<file path="src/rtl/gcd_multi.sv">
`default_nettype none
// ============================================================================
//  Module   : gcd_multi
//  Purpose  : N-operand greatest-common-divisor engine. Operands are folded
//             pairwise into an accumulator through an iterative binary (Stein)
//             GCD core that performs one reduction step per clock. Supports
//             zero operands, abort-and-restart on start, and a busy flag.
//  Revision : 1.0 - initial release
// ============================================================================
module gcd_multi #(
    parameter int WIDTH = 16,
    parameter int N     = 3
) (
    input  logic               clk,
    input  logic               reset,
    input  logic               start,
    input  logic [N*WIDTH-1:0] ops,
    output logic [WIDTH-1:0]   D,
    output logic               valid,
    output logic               busy
);

    // Width of the operand index and of the common power-of-two counter
    localparam int IDX_W = $clog2(N);
    localparam int K_W   = $clog2(WIDTH) + 1;

    typedef enum logic [1:0] {
        S_IDLE   = 2'd0,
        S_LOAD   = 2'd1,
        S_REDUCE = 2'd2,
        S_DONE   = 2'd3
    } state_t;

    state_t             state_q;
    logic [N*WIDTH-1:0] ops_q;
    logic [WIDTH-1:0]   acc_q;
    logic [IDX_W-1:0]   idx_q;
    logic [WIDTH-1:0]   a_q;
    logic [WIDTH-1:0]   b_q;
    logic [K_W-1:0]     k_q;
    logic [WIDTH-1:0]   d_q;
    logic               valid_q;
    logic               busy_q;

    logic [WIDTH-1:0]   op_cur;
    logic               pair_done;
    logic [WIDTH-1:0]   acc_d;

    // Select the operand currently being folded into the accumulator
    always_comb begin
        op_cur = ops_q[idx_q*WIDTH +: WIDTH];
    end

    // Detect completion of the current pair and compute its result
    always_comb begin
        pair_done = 1'b0;
        acc_d     = acc_q;
        case (state_q)
            S_LOAD: begin
                // gcd(0,x)=x: a zero on either side finishes the pair at once
                if (acc_q == '0) begin
                    pair_done = 1'b1;
                    acc_d     = op_cur;
                end else if (op_cur == '0) begin
                    pair_done = 1'b1;
                    acc_d     = acc_q;
                end
            end
            S_REDUCE: begin
                // Restore the common factor of two stripped during reduction
                if (a_q == b_q) begin
                    pair_done = 1'b1;
                    acc_d     = a_q << k_q;
                end
            end
            default: begin
                pair_done = 1'b0;
                acc_d     = acc_q;
            end
        endcase
    end

    // Control FSM and datapath; start takes priority in every state
    always_ff @(posedge clk or negedge reset) begin
        if (!reset) begin
            state_q <= S_IDLE;
            ops_q   <= '0;
            acc_q   <= '0;
            idx_q   <= '0;
            a_q     <= '0;
            b_q     <= '0;
            k_q     <= '0;
            d_q     <= '0;
            valid_q <= 1'b0;
            busy_q  <= 1'b0;
        end else if (start) begin
            ops_q   <= ops;
            acc_q   <= ops[WIDTH-1:0];
            idx_q   <= IDX_W'(1);
            valid_q <= 1'b0;
            busy_q  <= 1'b1;
            state_q <= S_LOAD;
        end else begin
            case (state_q)
                S_IDLE: begin
                    state_q <= S_IDLE;
                end
                S_LOAD: begin
                    a_q     <= acc_q;
                    b_q     <= op_cur;
                    k_q     <= '0;
                    state_q <= S_REDUCE;
                end
                S_REDUCE: begin
                    if (a_q != b_q) begin
                        if (!a_q[0] && !b_q[0]) begin
                            a_q <= a_q >> 1;
                            b_q <= b_q >> 1;
                            k_q <= k_q + 1'b1;
                        end else if (!a_q[0]) begin
                            a_q <= a_q >> 1;
                        end else if (!b_q[0]) begin
                            b_q <= b_q >> 1;
                        end else if (a_q > b_q) begin
                            a_q <= (a_q - b_q) >> 1;
                        end else begin
                            b_q <= (b_q - a_q) >> 1;
                        end
                    end
                end
                S_DONE: begin
                    d_q     <= acc_q;
                    valid_q <= 1'b1;
                    busy_q  <= 1'b0;
                    state_q <= S_IDLE;
                end
                default: begin
                    state_q <= S_IDLE;
                end
            endcase

            // Pair completion overrides the state chosen above
            if (pair_done) begin
                acc_q <= acc_d;
                if (idx_q == IDX_W'(N - 1)) begin
                    state_q <= S_DONE;
                end else begin
                    idx_q   <= idx_q + 1'b1;
                    state_q <= S_LOAD;
                end
            end
        end
    end

    assign D     = d_q;
    assign valid = valid_q;
    assign busy  = busy_q;

endmodule
`default_nettype wire

</file>
<file path="config.mk">
export PLATFORM = sky130hd
export DESIGN_NAME = gcd_multi
export DESIGN_NICKNAME = d
export VERILOG_FILES = /design/src/rtl/gcd_multi.sv
export SDC_FILE = /design/constraint.sdc
export NUM_CORES = 1
export LEC_CHECK = 0
export CORE_MARGIN = 2
export CORE_UTILIZATION = 40
export CTS_CLUSTER_SIZE = 16
export DETAILED_ROUTE_END_ITERATION = 16
export PLACE_DENSITY = 0.71
export SYNTH_ARGS = -nofsm -noshare
export SYNTH_HDL_FRONTEND = slang
export SYNTH_SLANG_ARGS = --single-unit
</file>
<file path="constraint.sdc">
create_clock -name clk -period 3.3 [get_ports clk]
set_input_delay 0.825 -clock clk [delete_from_list [all_inputs] [get_ports clk]]
set_output_delay 0.825 -clock clk [all_outputs]
set_load 0.01 [all_outputs]
</file>
### Word level (Yosys, flattened, before mapping)

Index checks and enable logic that the tools add are counted.

| storage, ports and cells | value |
|---|---|
| flip-flop bits (word level) | 123 |
| bits in latches | 0 |
| memory bits (writable) | 0 |
| ROM bits | 0 |
| bits of input ports | 51 |
| output and inout port bits | 18 |
| logic and storage cells | 90 |
| memories | 0 |

| cells by class | value |
|---|---|
| add/sub/neg operators | 4 |
| multipliers | 0 |
| divide/modulo/power cells | 0 |
| magnitude comparators | 1 |
| eq/ne operators | 15 |
| shift-type cells | 2 |
| muxes and demuxes | 35 |
| bitwise gates (word level) | 1 |
| reductions and logical operators | 20 |

Operators by type and width:

| operator | number |
|---|---|
| 16-bit 2-to-1 mux | 14 |
| 16-bit case mux with 2 select lines | 3 |
| 48-bit by 7-bit variable part select with 16-bit output | 1 |
| 16-bit zero test | 2 |
| 16-bit subtractor | 2 |
| 16-bit equality test | 1 |
| 16-bit > comparator | 1 |
| 16-bit inequality test | 1 |
| 16-bit by 5-bit << shifter with 16-bit output | 1 |
| 2-bit 2-to-1 mux | 6 |
| 4-bit inequality test (second input constant) | 3 |
| 4-bit AND reduction | 3 |
| 5-bit 2-to-1 mux | 2 |
| 5-bit case mux with 2 select lines | 1 |
| 5-bit AND reduction | 2 |
| 3-bit inequality test (second input constant) | 3 |
| 1-bit 2-to-1 mux | 7 |
| 2-bit equality test (second input constant) | 3 |
| 2-bit inequality test (second input constant) | 3 |
| 2-bit nonzero test | 3 |
| 5-bit by 1-bit adder with 5-bit output (second input constant) | 1 |
| 2-bit case mux with 2 select lines | 1 |
| 2-bit AND reduction | 2 |
| 4-bit nonzero test | 1 |
| other kinds (10) | 11 |

### Depth between registers and ports, before layout

| logic depth | value |
|---|---|
| word-level depth | 7 |
| depth in mapped cells | 13 |
| gate-level depth less buffers | 11 |

### Worst setup path after synthesis

Ideal clock, no wire load.

| timing path | value |
|---|---|
| kind | reg2reg |
| start | register a_q[0] |
| end | register a_q[11] |
| arrival time | 2877 ps |
| slack | 328 ps |
| stages on the path, launching flop included | 12 |
| buffers on the path | 1 |
| cell sequence | dfrtp_1 > inv_1 > ha_1 > fa_1 > nand2b_1 > a211oi_2 > nor3b_1 > o21a_1 > a2111oi_4 > buf_4 > a221oi_1 > o31ai_1 |

| on the way | value |
|---|---|
| word-level cells in the longest chain between the ends | 7 |
| elaborated cells on any way between the ends | 15 |

RTL lines:

| item | line | text |
|---|---|---|
| from (decl) | 38 | `logic [WIDTH-1:0] a_q;` |
| from (signal assigned) | 109 | `a_q <= acc_q;` |
| from (signal assigned) | 117 | `a_q <= a_q >> 1;` |
| from (signal assigned) | 121 | `a_q <= a_q >> 1;` |
| 16-bit subtractor | 125 | `a_q <= (a_q - b_q) >> 1;` |
| 16-bit 2-to-1 mux | 124 | `end else if (a_q > b_q) begin` |
| 16-bit 2-to-1 mux | 122 | `end else if (!b_q[0]) begin` |
| 16-bit 2-to-1 mux | 120 | `end else if (!a_q[0]) begin` |
| 16-bit 2-to-1 mux | 116 | `if (!a_q[0] && !b_q[0]) begin` |
| 16-bit 2-to-1 mux | 115 | `if (a_q != b_q) begin` |
| 16-bit case mux with 2 select lines | 104 | `case (state_q)` |

Several ways; a longest one is shown, not always the timed one. The select of a mux whose other input is x is not followed.
A chain may end at the register's enable or synchronous reset.

### Worst setup path after layout

| timing path | value |
|---|---|
| start | register a_q[0] |
| end | register a_q[12] |

The elaborated chain is that of the path after synthesis.

==> metrics.cfg <==
[power]
power_density_mw_per_mm2 = 975
leakage_nw = 4.19
peakVddDrop_uv = 457
p_total_w = 0.00952
power_frac_clock_pct = 19.6
power_frac_seq_pct = 24.5
p_sw_share_pct = 43.8
p_switching_w = 0.00417
combPwrFrac_pct = 55.9
intPower_w = 0.00536

[yosys]
synth.most_common_cell = dfrtp_1
yosysUniqueCellTypes = 69
synth_edf_count = 0
syn_avg_cell_area_sq_um = 9.55
synthTopCellsByArea = dfrtp_1 (38%), mux2_2 (7.2%), ha_1 (6.0%)
ys_seq_elements = 123
synth_cells = 851
yosys.area.top_type = dfrtp_1
ys.flop_type = dfrtp_1
synth_common_cells = dfrtp_1 (123), nand2_1 (73), o21ai_0 (68)
synth_fp_nets = 943
yosys.area.top_type_share_pct = 37.9
ys_warn_count = 0
async_reset_ff_share_pct = 100
synth_area_sq_mm = 0.00813
seq_area_frac_synth_pct = 37.9

[die]
row_count = 52
ioPinCount = 69
start_util_pct = 40.4
dieArea_sq_mm = 0.0215
die_h_microns = 147
dieWidth_microns = 147
core-area_sq_mm = 0.0201

[clocking]
htree_levels = 4
insertion_delay_ns = 0.42
cts_tree = done
clockBufferDepth = 2
clock-sinks = 123
cts_made_buffers = 17
clock-root-buffer = clkbuf_16
clkSlewWorstSetupHoldPaths_ns = 0.06

[min_path]
hold_path.class = input port to asynchronous set/reset pin

[timing]
slew_viol_final = 0
clock_skew_ns = 0.0113
setup_viol = 0
hold_viol = 0
setup_ws_ns = 0.173
period_share_pct = 94.8
worstMarginPinSlew_ns = 0.963
min_period_ns = 3.13
fmax_mhz = 320
maxSlewHeadroom_pct = 35.8

[global_routing]
gr-max-usage-layer = met2
use_met3_pct = 3.47
grt_usage_pct = 21.6
grt_use_met2_pct = 34.5
grt_pass1_wl_microns = 36800
antenna_found_initial = 0
grt_pass1_vias = 6741
gr-total-overflow = 0
grt_use_met1_pct = 30.4
grt_max_degree = 79

[route]
first_pass_iters = 5
route.vias.total = 6896
drc = 0
drt_iter0_markers = 647
routedWlPerCell_microns = 19.2
ant_nets = 0
wirelength_microns = 22900
routed_via_density = 5.77

[status]
status = complete, no violations

[layout]
fill_cells = 1809
multi_input_area_sq_mm = 0.00455
n_antenna_cell = 0
nets = 1005
seq_area_sq_mm = 0.00308
area_delta_synth_final_pct = 20.1
drive_gt1_share_pct = 17.4

[setup_path]
reg2regPathDepth = 11
r2r-start = a_q[0]
worstPathRequired_ns = 3.61
cp-start-kind = register
end_kind = register
rrSetupSlack_ns = 0.17
criticalPathCategory = register to register
r2r_end = a_q[12]
path_max_fanout = 10
arrival_ns = 3.44

[placed_design]
gp_congestion = 0.924
portBuffers = 68
place_ws_ns = 0.115
dpl.hpwl_microns = 16800

[flow_run]
maxCapViolCount = 0

[per-stage QoR]
stage / hold slack [ns] / area (sq um) / setup TNS (ns) / utilization, % / std cells
2_1_floorplan: 0.471 / 8130 / 0 / - / 851
3_3_place_gp: 0.468 / 9140 / 0 / 45.5 / 1163
3_5_place_dp: 0.470 / 9140 / 0 / 45.5 / 1163
4_1_cts: 0.335 / 9730 / 0 / 48.4 / 1195
5_1_grt: 0.355 / 9760 / -0.0135 / 48.6 / 1196
6_report: 0.324 / 9760 / 0 / 48.6 / 1196
[worst max-delay path by stage]
stage / endpoint / startpoint / slack, ns / depth (start not counted)
CTS: idx_q[1] / idx_q[1] / 0.05 / 9
global route: a_q[6] / a_q[0] / -0.007 / 11
detailed placement: idx_q[1] / idx_q[1] / 0.11 / 9
finish: a_q[12] / a_q[0] / 0.17 / 11
global placement: idx_q[1] / idx_q[1] / 0.16 / 9
floorplan: a_q[11] / a_q[0] / 0.33 / 11
[sequential cells by signal, summed over array words and instances (netlist names)]
register / cells
acc_q: 16
b_q: 16
D: 16
a_q: 16
valid: 1
busy: 1
idx_q: 2
ops_q: 48
state_q: 2
k_q: 5
[kinds of logic (layout without fill, tap and decap cells)]
logic type,count (synthesis),after routing,synth area share [%]
AO/OA/AOI/OAI,257,257,21.1
AND/OR/NAND/NOR,200,200,11.8
flip-flops,123,123,37.9
buffers and inverters,120,195,6.65
multiplexers,86,86,13.4
adder cells (fa/ha/maj),41,41,6.50
XOR/XNOR,24,24,2.59
[power groups by stage]
stage | logic [W] | registers, W | clock network [W]
floorplan | 0.00358 | 0.00226 | 0
global placement | 0.00511 | 0.00234 | 0
detailed placement | 0.00516 | 0.00235 | 0
CTS | 0.00520 | 0.00233 | 0.00188
global route | 0.00582 | 0.00240 | 0.00194
finish | 0.00532 | 0.00234 | 0.00186
[critical path, stage by stage (launching register included)]
cell and delay [ns]:
dfrtp_1 0.34, inv_1 0.10, ha_1 0.24, fa_1 0.38, nand2b_1 0.21, a211oi_2 0.33, nor3b_1 0.10, o21a_2 0.31
a2111oi_4 0.39, buf_4 0.25, a221oi_1 0.09, o31ai_1 0.27
[what timing repair did]
action	4_1_cts	5_1_grt
setup buffers	0	1
resized for setup	0	6
endpoints found under the setup margin	0	12
hold buffers	0	0
[cell type report]
type                            count  share of cell area, %
Multi-Input combinational cell    608                   46.6
Sequential cell                   123                   31.5
Timing Repair Buffer              106                   10.2
Clock buffer                       19                   4.54
Tap cell                          270                   3.46
Inverter                           57                   2.19
Clock inverter                     13                   1.49
[placed cells by master, fill, tap and decap left out, types with 24 or more instances in the layout]
master / count
a21oi_1: 38
nor2_1: 51
inv_1: 57
buf_4: 36
o21ai_0: 68
ha_1: 38
dfrtp_1: 122
nand2_1: 73
a21o_1: 24
mux2_2: 52
clkdlybuf4s50_1: 66
[per-layer routing]
metal  vias up  part of all wire [%]
li1       3196                     -
met1      3425                    45
met2       235                    47
met3        40                   5.5
met4         0                   2.0
met5         -                     0
Power figures use the tool's default switching activity.
